===== config.mk =====
export PLATFORM = sky130hd
export DESIGN_NAME = intersection_phase_scheduler
export DESIGN_NICKNAME = d
export VERILOG_FILES = /design/src/rtl/intersection_pkg.sv /design/src/rtl/dwell_timer.sv /design/src/rtl/intersection_phase_scheduler.sv
export SDC_FILE = /design/constraint.sdc
export NUM_CORES = 1
export LEC_CHECK = 0
export ABC_AREA = 1
export CORE_ASPECT_RATIO = 1.5
export CORE_UTILIZATION = 50
export DETAILED_ROUTE_END_ITERATION = 8
export GPL_TIMING_DRIVEN = 0
export PLACE_DENSITY = 0.77
export SLEW_MARGIN = 20
export SYNTH_ARGS = -nofsm -noshare
export SYNTH_HDL_FRONTEND = slang
export SYNTH_SLANG_ARGS = --single-unit

===== constraint.sdc =====
create_clock -name clk -period 1.9 [get_ports clk]
set_input_delay 0.38 -clock clk [delete_from_list [all_inputs] [get_ports clk]]
set_output_delay 0.38 -clock clk [all_outputs]
set_load 0.01 [all_outputs]

===== src/rtl/intersection_pkg.sv =====
// Shared encodings for the intersection phase scheduler: light states, FSM states
// and the vehicle rotation order.
package intersection_pkg;

  typedef enum logic [2:0] {
    SUD     = 3'b000,
    EST     = 3'b001,
    VEST    = 3'b010,
    NORD    = 3'b011,
    PIETONI = 3'b100,
    SERVICE = 3'b111
  } light_t;

  typedef enum logic [1:0] {
    ISSUE      = 2'd0,
    WAIT_READY = 2'd1,
    DWELL      = 2'd2,
    SERVICE_ST = 2'd3
  } fsm_t;

  // Vehicle rotation SUD -> EST -> VEST -> NORD -> SUD; anything else restarts at SUD.
  function automatic light_t next_dir(input light_t dir);
    case (dir)
      SUD:     return EST;
      EST:     return VEST;
      VEST:    return NORD;
      default: return SUD;
    endcase
  endfunction

endpackage


===== src/rtl/dwell_timer.sv =====
// 8-bit load / decrement-on-tick counter. done is a combinational pulse on the tick
// that takes the count from 1 to 0; the count saturates at 0.
module dwell_timer (
  input  logic       clk,
  input  logic       rst,
  input  logic       load,
  input  logic [7:0] load_val,
  input  logic       en,
  input  logic       tick,
  output logic [7:0] count,
  output logic       done
);

  logic [7:0] count_reg;
  logic [7:0] count_next;

  always_comb begin
    count_next = count_reg;
    if (load) begin
      count_next = load_val;
    end else if (en && tick && (count_reg != 8'd0)) begin
      count_next = count_reg - 8'd1;
    end
  end

  always_ff @(posedge clk or negedge rst) begin
    if (!rst) begin
      count_reg <= 8'd0;
    end else begin
      count_reg <= count_next;
    end
  end

  assign count = count_reg;
  assign done  = !load && en && tick && (count_reg == 8'd1);

endmodule


===== src/rtl/intersection_phase_scheduler.sv =====
// Drives the semaphore light module: issues phases, waits for ready_S, times each dwell
// on the seconds tick, inserts pedestrian phases and handles service / fault.
module intersection_phase_scheduler
  import intersection_pkg::*;
#(
  parameter logic [7:0] GREEN_T       = 8'd20,
  parameter logic [7:0] PED_T         = 8'd15,
  parameter logic [7:0] READY_TIMEOUT = 8'd10
) (
  input  logic       clk,
  input  logic       rst,
  input  logic       tick,
  input  logic       ready_S,
  input  logic       ped_req,
  input  logic       service_en,
  output logic [2:0] stare_semafor,
  output logic       phase_valid,
  output logic       ped_ack,
  output logic       fault,
  output logic [7:0] seconds_left
);

  fsm_t   state_reg, state_next;
  light_t stare_reg, stare_next;
  light_t next_vehicle_reg, next_vehicle_next;
  logic   phase_valid_reg, phase_valid_next;
  logic   ped_ack_reg, ped_ack_next;
  logic   fault_reg, fault_next;
  logic   ped_pending_reg, ped_pending_next;

  logic       dwell_load;
  logic [7:0] dwell_val;
  logic [7:0] dwell_count;
  logic       dwell_done;
  logic       to_load;
  logic [7:0] to_count;
  logic       to_done;
  logic       issuing_ped;

  dwell_timer u_dwell (
    .clk      (clk),
    .rst      (rst),
    .load     (dwell_load),
    .load_val (dwell_val),
    .en       (state_reg == DWELL),
    .tick     (tick),
    .count    (dwell_count),
    .done     (dwell_done)
  );

  dwell_timer u_ready_timeout (
    .clk      (clk),
    .rst      (rst),
    .load     (to_load),
    .load_val (READY_TIMEOUT),
    .en       (state_reg == WAIT_READY),
    .tick     (tick),
    .count    (to_count),
    .done     (to_done)
  );

  assign issuing_ped = (state_reg == ISSUE) && ped_pending_reg;

  always_comb begin
    state_next        = state_reg;
    stare_next        = stare_reg;
    next_vehicle_next = next_vehicle_reg;
    phase_valid_next  = 1'b0;
    ped_ack_next      = 1'b0;
    fault_next        = fault_reg;
    ped_pending_next  = ped_pending_reg;
    dwell_load        = 1'b0;
    dwell_val         = GREEN_T;
    to_load           = 1'b0;

    // Requests collapse into one flag; a walk phase never queues a second one behind it.
    if (ped_req && (stare_reg != PIETONI) && !issuing_ped) begin
      ped_pending_next = 1'b1;
    end

    if (service_en && (state_reg != SERVICE_ST)) begin
      state_next       = SERVICE_ST;
      stare_next       = SERVICE;
      phase_valid_next = 1'b1;
    end else begin
      case (state_reg)
        ISSUE: begin
          phase_valid_next = 1'b1;
          to_load          = 1'b1;
          state_next       = WAIT_READY;
          if (ped_pending_reg) begin
            stare_next       = PIETONI;
            ped_ack_next     = 1'b1;
            ped_pending_next = 1'b0;
          end else begin
            stare_next        = next_vehicle_reg;
            next_vehicle_next = next_dir(next_vehicle_reg);
          end
        end
        WAIT_READY: begin
          if (ready_S) begin
            state_next = DWELL;
            dwell_load = 1'b1;
            dwell_val  = (stare_reg == PIETONI) ? PED_T : GREEN_T;
          end else if (to_done || (to_count == 8'd0)) begin
            // A zero count here only happens with a zero timeout: fault at once.
            fault_next       = 1'b1;
            state_next       = SERVICE_ST;
            stare_next       = SERVICE;
            phase_valid_next = 1'b1;
          end
        end
        DWELL: begin
          if (dwell_done || (dwell_count == 8'd0)) begin
            state_next = ISSUE;
          end
        end
        SERVICE_ST: begin
          if (!fault_reg && !service_en) begin
            state_next        = ISSUE;
            next_vehicle_next = SUD;
          end
        end
        default: begin
          state_next = ISSUE;
        end
      endcase
    end
  end

  always_ff @(posedge clk or negedge rst) begin
    if (!rst) begin
      state_reg        <= ISSUE;
      stare_reg        <= SERVICE;
      next_vehicle_reg <= SUD;
      phase_valid_reg  <= 1'b0;
      ped_ack_reg      <= 1'b0;
      fault_reg        <= 1'b0;
      ped_pending_reg  <= 1'b0;
    end else begin
      state_reg        <= state_next;
      stare_reg        <= stare_next;
      next_vehicle_reg <= next_vehicle_next;
      phase_valid_reg  <= phase_valid_next;
      ped_ack_reg      <= ped_ack_next;
      fault_reg        <= fault_next;
      ped_pending_reg  <= ped_pending_next;
    end
  end

  assign stare_semafor = stare_reg;
  assign phase_valid   = phase_valid_reg;
  assign ped_ack       = ped_ack_reg;
  assign fault         = fault_reg;
  assign seconds_left  = (state_reg == DWELL) ? dwell_count : 8'd0;

endmodule


Word-level counts from Yosys, hierarchy flattened

Index checks and enable logic that the tools add are counted.

Register bits after elaboration: 28
Latch bits: 0
Bits in writable memories: 0
Bits in read-only memories: 0
Input bits: 6
Output and inout bits: 14
Memories kept: 0

Add/subtract/negate cells: 2
$mul: 0
Div/mod/pow operators: 0
Magnitude comparators: 0
Equal/unequal tests: 17
Shifts and indexed selects: 0
Mux-type cells: 40
Bitwise gates (word level): 2
Reductions and logical operators: 36

Operators with widths:

| operator            | number |
|---|---|
| $mux 8              | 5 |
| $mux 5              | 4 |
| $mux 3              | 6 |
| $eq 8x1->1 const B  | 2 |
| $logic_not 8->1     | 2 |
| $reduce_bool 8->1   | 2 |
| $sub 8x1->8 const B | 2 |
| $logic_and 1x1->1   | 15 |
| $mux 1              | 15 |
| $ne 3x3->1 const B  | 5 |
| $pmux 3 s2          | 2 |
| $mux 2              | 5 |
| $pmux 2 s4          | 1 |
| $reduce_and 4->1    | 2 |
| $ne 2x2->1 const B  | 3 |
| $pmux 2 s3          | 1 |
| $reduce_and 3->1    | 2 |
| $reduce_bool 2->1   | 3 |
| $logic_not 1->1     | 5 |
| $eq 2x2->1 const B  | 2 |
| $ne 4x4->1 const B  | 1 |
| $eq 3x1->1 const B  | 1 |
| $eq 3x2->1 const B  | 1 |
| $eq 3x3->1 const B  | 1 |
| other kinds (7)     | 9 |

Longest topological paths before layout

Depth in word-level cells: 12
Mapped depth: 10
Mapped depth without buffers: 10

Modules after synthesis

A second synthesis with hierarchy kept.

Cells, all modules: 303
Area total of the unflattened synthesis: 2057.0 um^2

Modules (own cells, without submodules):

| module                       | times used | cells an instance | area an instance (um^2) | sequential area each (um^2) |
|---|---|---|---|---|
| dwell_timer                  | 2          | 93                | 653.1                   | 200.2 |
| intersection_phase_scheduler | 1          | 117               | 750.7                   | 279.0 |

Least setup slack after synthesis

Ideal clock, no wire load.

Path kind: register to register
Start point: register u_ready_timeout.count_reg[0], in the netlist u_ready_timeout.count[0]
End point: register u_ready_timeout.count_reg[6], in the netlist u_ready_timeout.count[6]
Setup time: 0.127 ns
Arrival: 1.281 ns
Data required time: 1.773 ns
Path slack: 0.492 ns
Stages on the path, launching flop included: 10
Path buffers: 0
Clock period less this slack: 1.408 ns
Cell sequence: dfrtp_1 > inv_1 > ha_1 > inv_1 > nor2_1 > nand2_1 > nand2_1 > nand2_1 > nand3_1 > o21ai_0

Longest elaborated chain between the ends: 3
Elaborated cells on any way between the ends: 6
Classes of those cells: add/sub (1); mux (2); reduce/logical (3)

Ends and longest elaborated chain:

| element                                          | RTL line                             | source |
|---|---|---|
| from (decl)                                      | dwell_timer.sv:14                    | `logic [7:0] count_reg;` |
| from (signal assigned)                           | dwell_timer.sv:30                    | `count_reg <= count_next;` |
| $sub 8x1->8 or $reduce_bool 8->1 (tied branches) | dwell_timer.sv:22, dwell_timer.sv:21 |  |
| $mux 8 or $logic_and 1x1->1 (tied branches)      | dwell_timer.sv:21                    | `end else if (en && tick && (count_reg != 8'd0)) begin` |
| $mux 8 or $reduce_bool 2->1 (tied branches)      | --                                   |  |

Parallel ways exist; a longest one is shown, timed or not. The select of a mux whose other input is x is not followed.
A chain may end at the register's enable or synchronous reset.

Final worst setup path

Start point: register stare_reg[2], in the netlist stare_semafor[2]
End point: output stare_semafor[2]

RTL lines:

| element                | RTL line                            | source |
|---|---|---|
| from (decl)            | intersection_phase_scheduler.sv:24  | `light_t stare_reg, stare_next;` |
| from (signal assigned) | intersection_phase_scheduler.sv:142 | `stare_reg <= stare_next;` |
| to (decl)              | intersection_phase_scheduler.sv:16  | `output logic [2:0] stare_semafor,` |

No word-level cell between the ends.

==> reports/summary.txt <==
Period utilization: 92.1%
Pre-Repair DR Iteration Count: 4
Status: finished, final reports clean
CP top delay family: flip-flops
Net Count, Synth: 240
Crit end category: output port
Async SR Flop Fraction: 100%
Yosys Warn Count: 0
Routed Antenna Nets: 0
Initial Utilization: 52.4%
Vias: 1,474
Initial antenna violation count: 0
# Max-Cap Violations: 0
Vias in the first global route: 1,475
H-tree levels: 1
Clock sinks: 27
Post-layout net count: 266
Critical path required time: 1.52 ns
Buf/Inv on CP: 1
Fin crit period: 1.75 ns
Final Worst Setup Slack: 0.150 ns
Post-Synthesis Mean Instance Area: 7.22 sq um
Largest area contributor in the netlist: dfrtp_1
Largest net degree at the start of global routing: 28
Netlist cell types: 23
ANT cells: 0
Reg clk slew, reported paths: 0.09 ns
DR DRC count: 0
Total CTS buffers: 3
Worst hold path class: input port to async pin
Most area-consuming cells after synthesis: dfrtp_1 37%, nand2_1 13%, inv_1 8.5%
Ports: 20
Synth top area share: 36.7%
Final Hold Viols: 0
Crit path arrival time: 1.37 ns
Total Routing Usage GR: 21.8%
Pwr/cell area: 1470 mW/mm^2
Detailed Place HPWL: 2510 um
Worst path cell trace: clkdlybuf4s50_1
Routed len/inst: 11.2 um
Predominant post-synthesis flop cell: dfrtp_1
Starting DRC count in detailed routing: 44
CP Class: flop to output port
Worst-margin pin slew: 0.599 ns
Most frequent cell after synthesis: nand2_1
Finished Layout Cells: 292
TritonCTS clock tree: done
Critical Path Start Type: flop
Core box area: 0.00313 sq mm
Slowest stage cell, crit path: dfstp_2
EDFF count, synth: 0
Max Freq: 571 MHz
VDD IR max: 0.812 mV
Die Wd: 48.7 um
Max Clock Skew: 0.00108 ns
Seq/Total Area, Yosys: 41.5%
LEAKAGE: 0.999 nW
Final setup vio count: 0
RePlAce Congestion: 0.830
Hold buffer count at CTS: 0
Root Buffer: clkbuf_8
Min Hold Slack: 0.102 ns
Number of port buffers: 19
Placed Cells: 286
Unrepaired setup endpoints after global routing: false
Final core occ: 61.6%
Post-synth top cells: 57 x nand2_1, 37 x inv_1, 31 x nor2_1
Critical Path Fanout Max: 4
Layout cells sized above 1: 7.94%
Fin. max-slew vios: 0
Max_slew headroom: 60.1%
GR Overflow Total: 0
Synth Register Bits: 27
Worst path max stage delay: 0.57 ns
Die area: 0.00351 sq mm
Setup slack at placement: -0.0865 ns
Vias per cell: 5.05
Die Y: 72.1 um
Overall routed net length: 3260 um
Clk buf depth: 2
# rows: 25
Clock Latency Late Sink: 0.27 ns
Syn Inst Count: 227
First-pass GRT wire length: 5990 um
Mapped Area: 0.00164 sq mm
Area growth from synthesis to layout: 17.6%
metal layers:
metal	global-route usage (%)	vias to the layer above	share of wire [%]
li1	-	768	-
met1	24.3	677	42
met2	40.0	22	53
met3	2.73	7	2.4
met4	11.8	0	2.3
met5	0	-	0
power by group:
group,internal [mW],switching [mW],leakage [nW]
logic,0.571,0.941,0.651
clock network,0.150,0.177,0.0228
registers,0.835,0.162,0.325
layout by cell type (no fill, tap or decap), types with 5 or more instances in the layout:
master,n
clkdlybuf4s50_1,10
dfrtp_1,24
dlygate4sd2_1,8
ha_1,7
inv_1,36
nand2_1,57
nand3_1,22
nand4_1,5
nor2_1,30
o21ai_0,20
final cells by class:
class,count,area (sq um)
fill,294,1200
multi-input combinational,161,815
sequential,27,679
timing repair buffer,21,190
inverter,39,146
tap,40,50.0
clock buffer,4,45.0
per-stage QoR:
stage / TNS (ns) / instance area (sq um) / power (mW)
floorplan: 0 / 1640 / 2.06
detailed placement: -0.189 / 1870 / 2.52
CTS: 0 / 1930 / 2.85
global placement: -0.197 / 1880 / 2.49
global route: 0 / 1930 / 3.16
finish: 0 / 1930 / 2.84
what timing repair did:
item	4_1_cts	5_1_grt
endpoints found under the setup margin	8	0
endpoints found under the hold margin	0	0
buffers inserted	2	0
gates resized for setup	10	0
kinds of logic after synthesis:
group	share of synthesized area [%]
flops	41.5
fa+ha+maj	5.35
buf+inv	8.94
compound gates	10.2
simple gates	32.4
xor+xnor	1.60
path summary, 6_finish.rpt:
| path | start | endpoint | slack (ns) | depth (start not counted) |
|---|---|---|---|---|
| max | stare_semafor[2] | stare_semafor[2] | 0.15 | 1 |
| min | rst | u_dwell.count[1] | 0.10 | 1 |
| max reg2reg | state_reg[0] | u_ready_timeout.count[1] | 0.29 | 8 |
| min reg2reg | stare_semafor[1] | stare_semafor[1] | 0.50 | 2 |
| max in group asynchronous | rst | fault | 1.41 | 1 |
| min in group clk | stare_semafor[1] | stare_semafor[1] | 0.50 | 2 |
(Power assumes the default switching activity.)
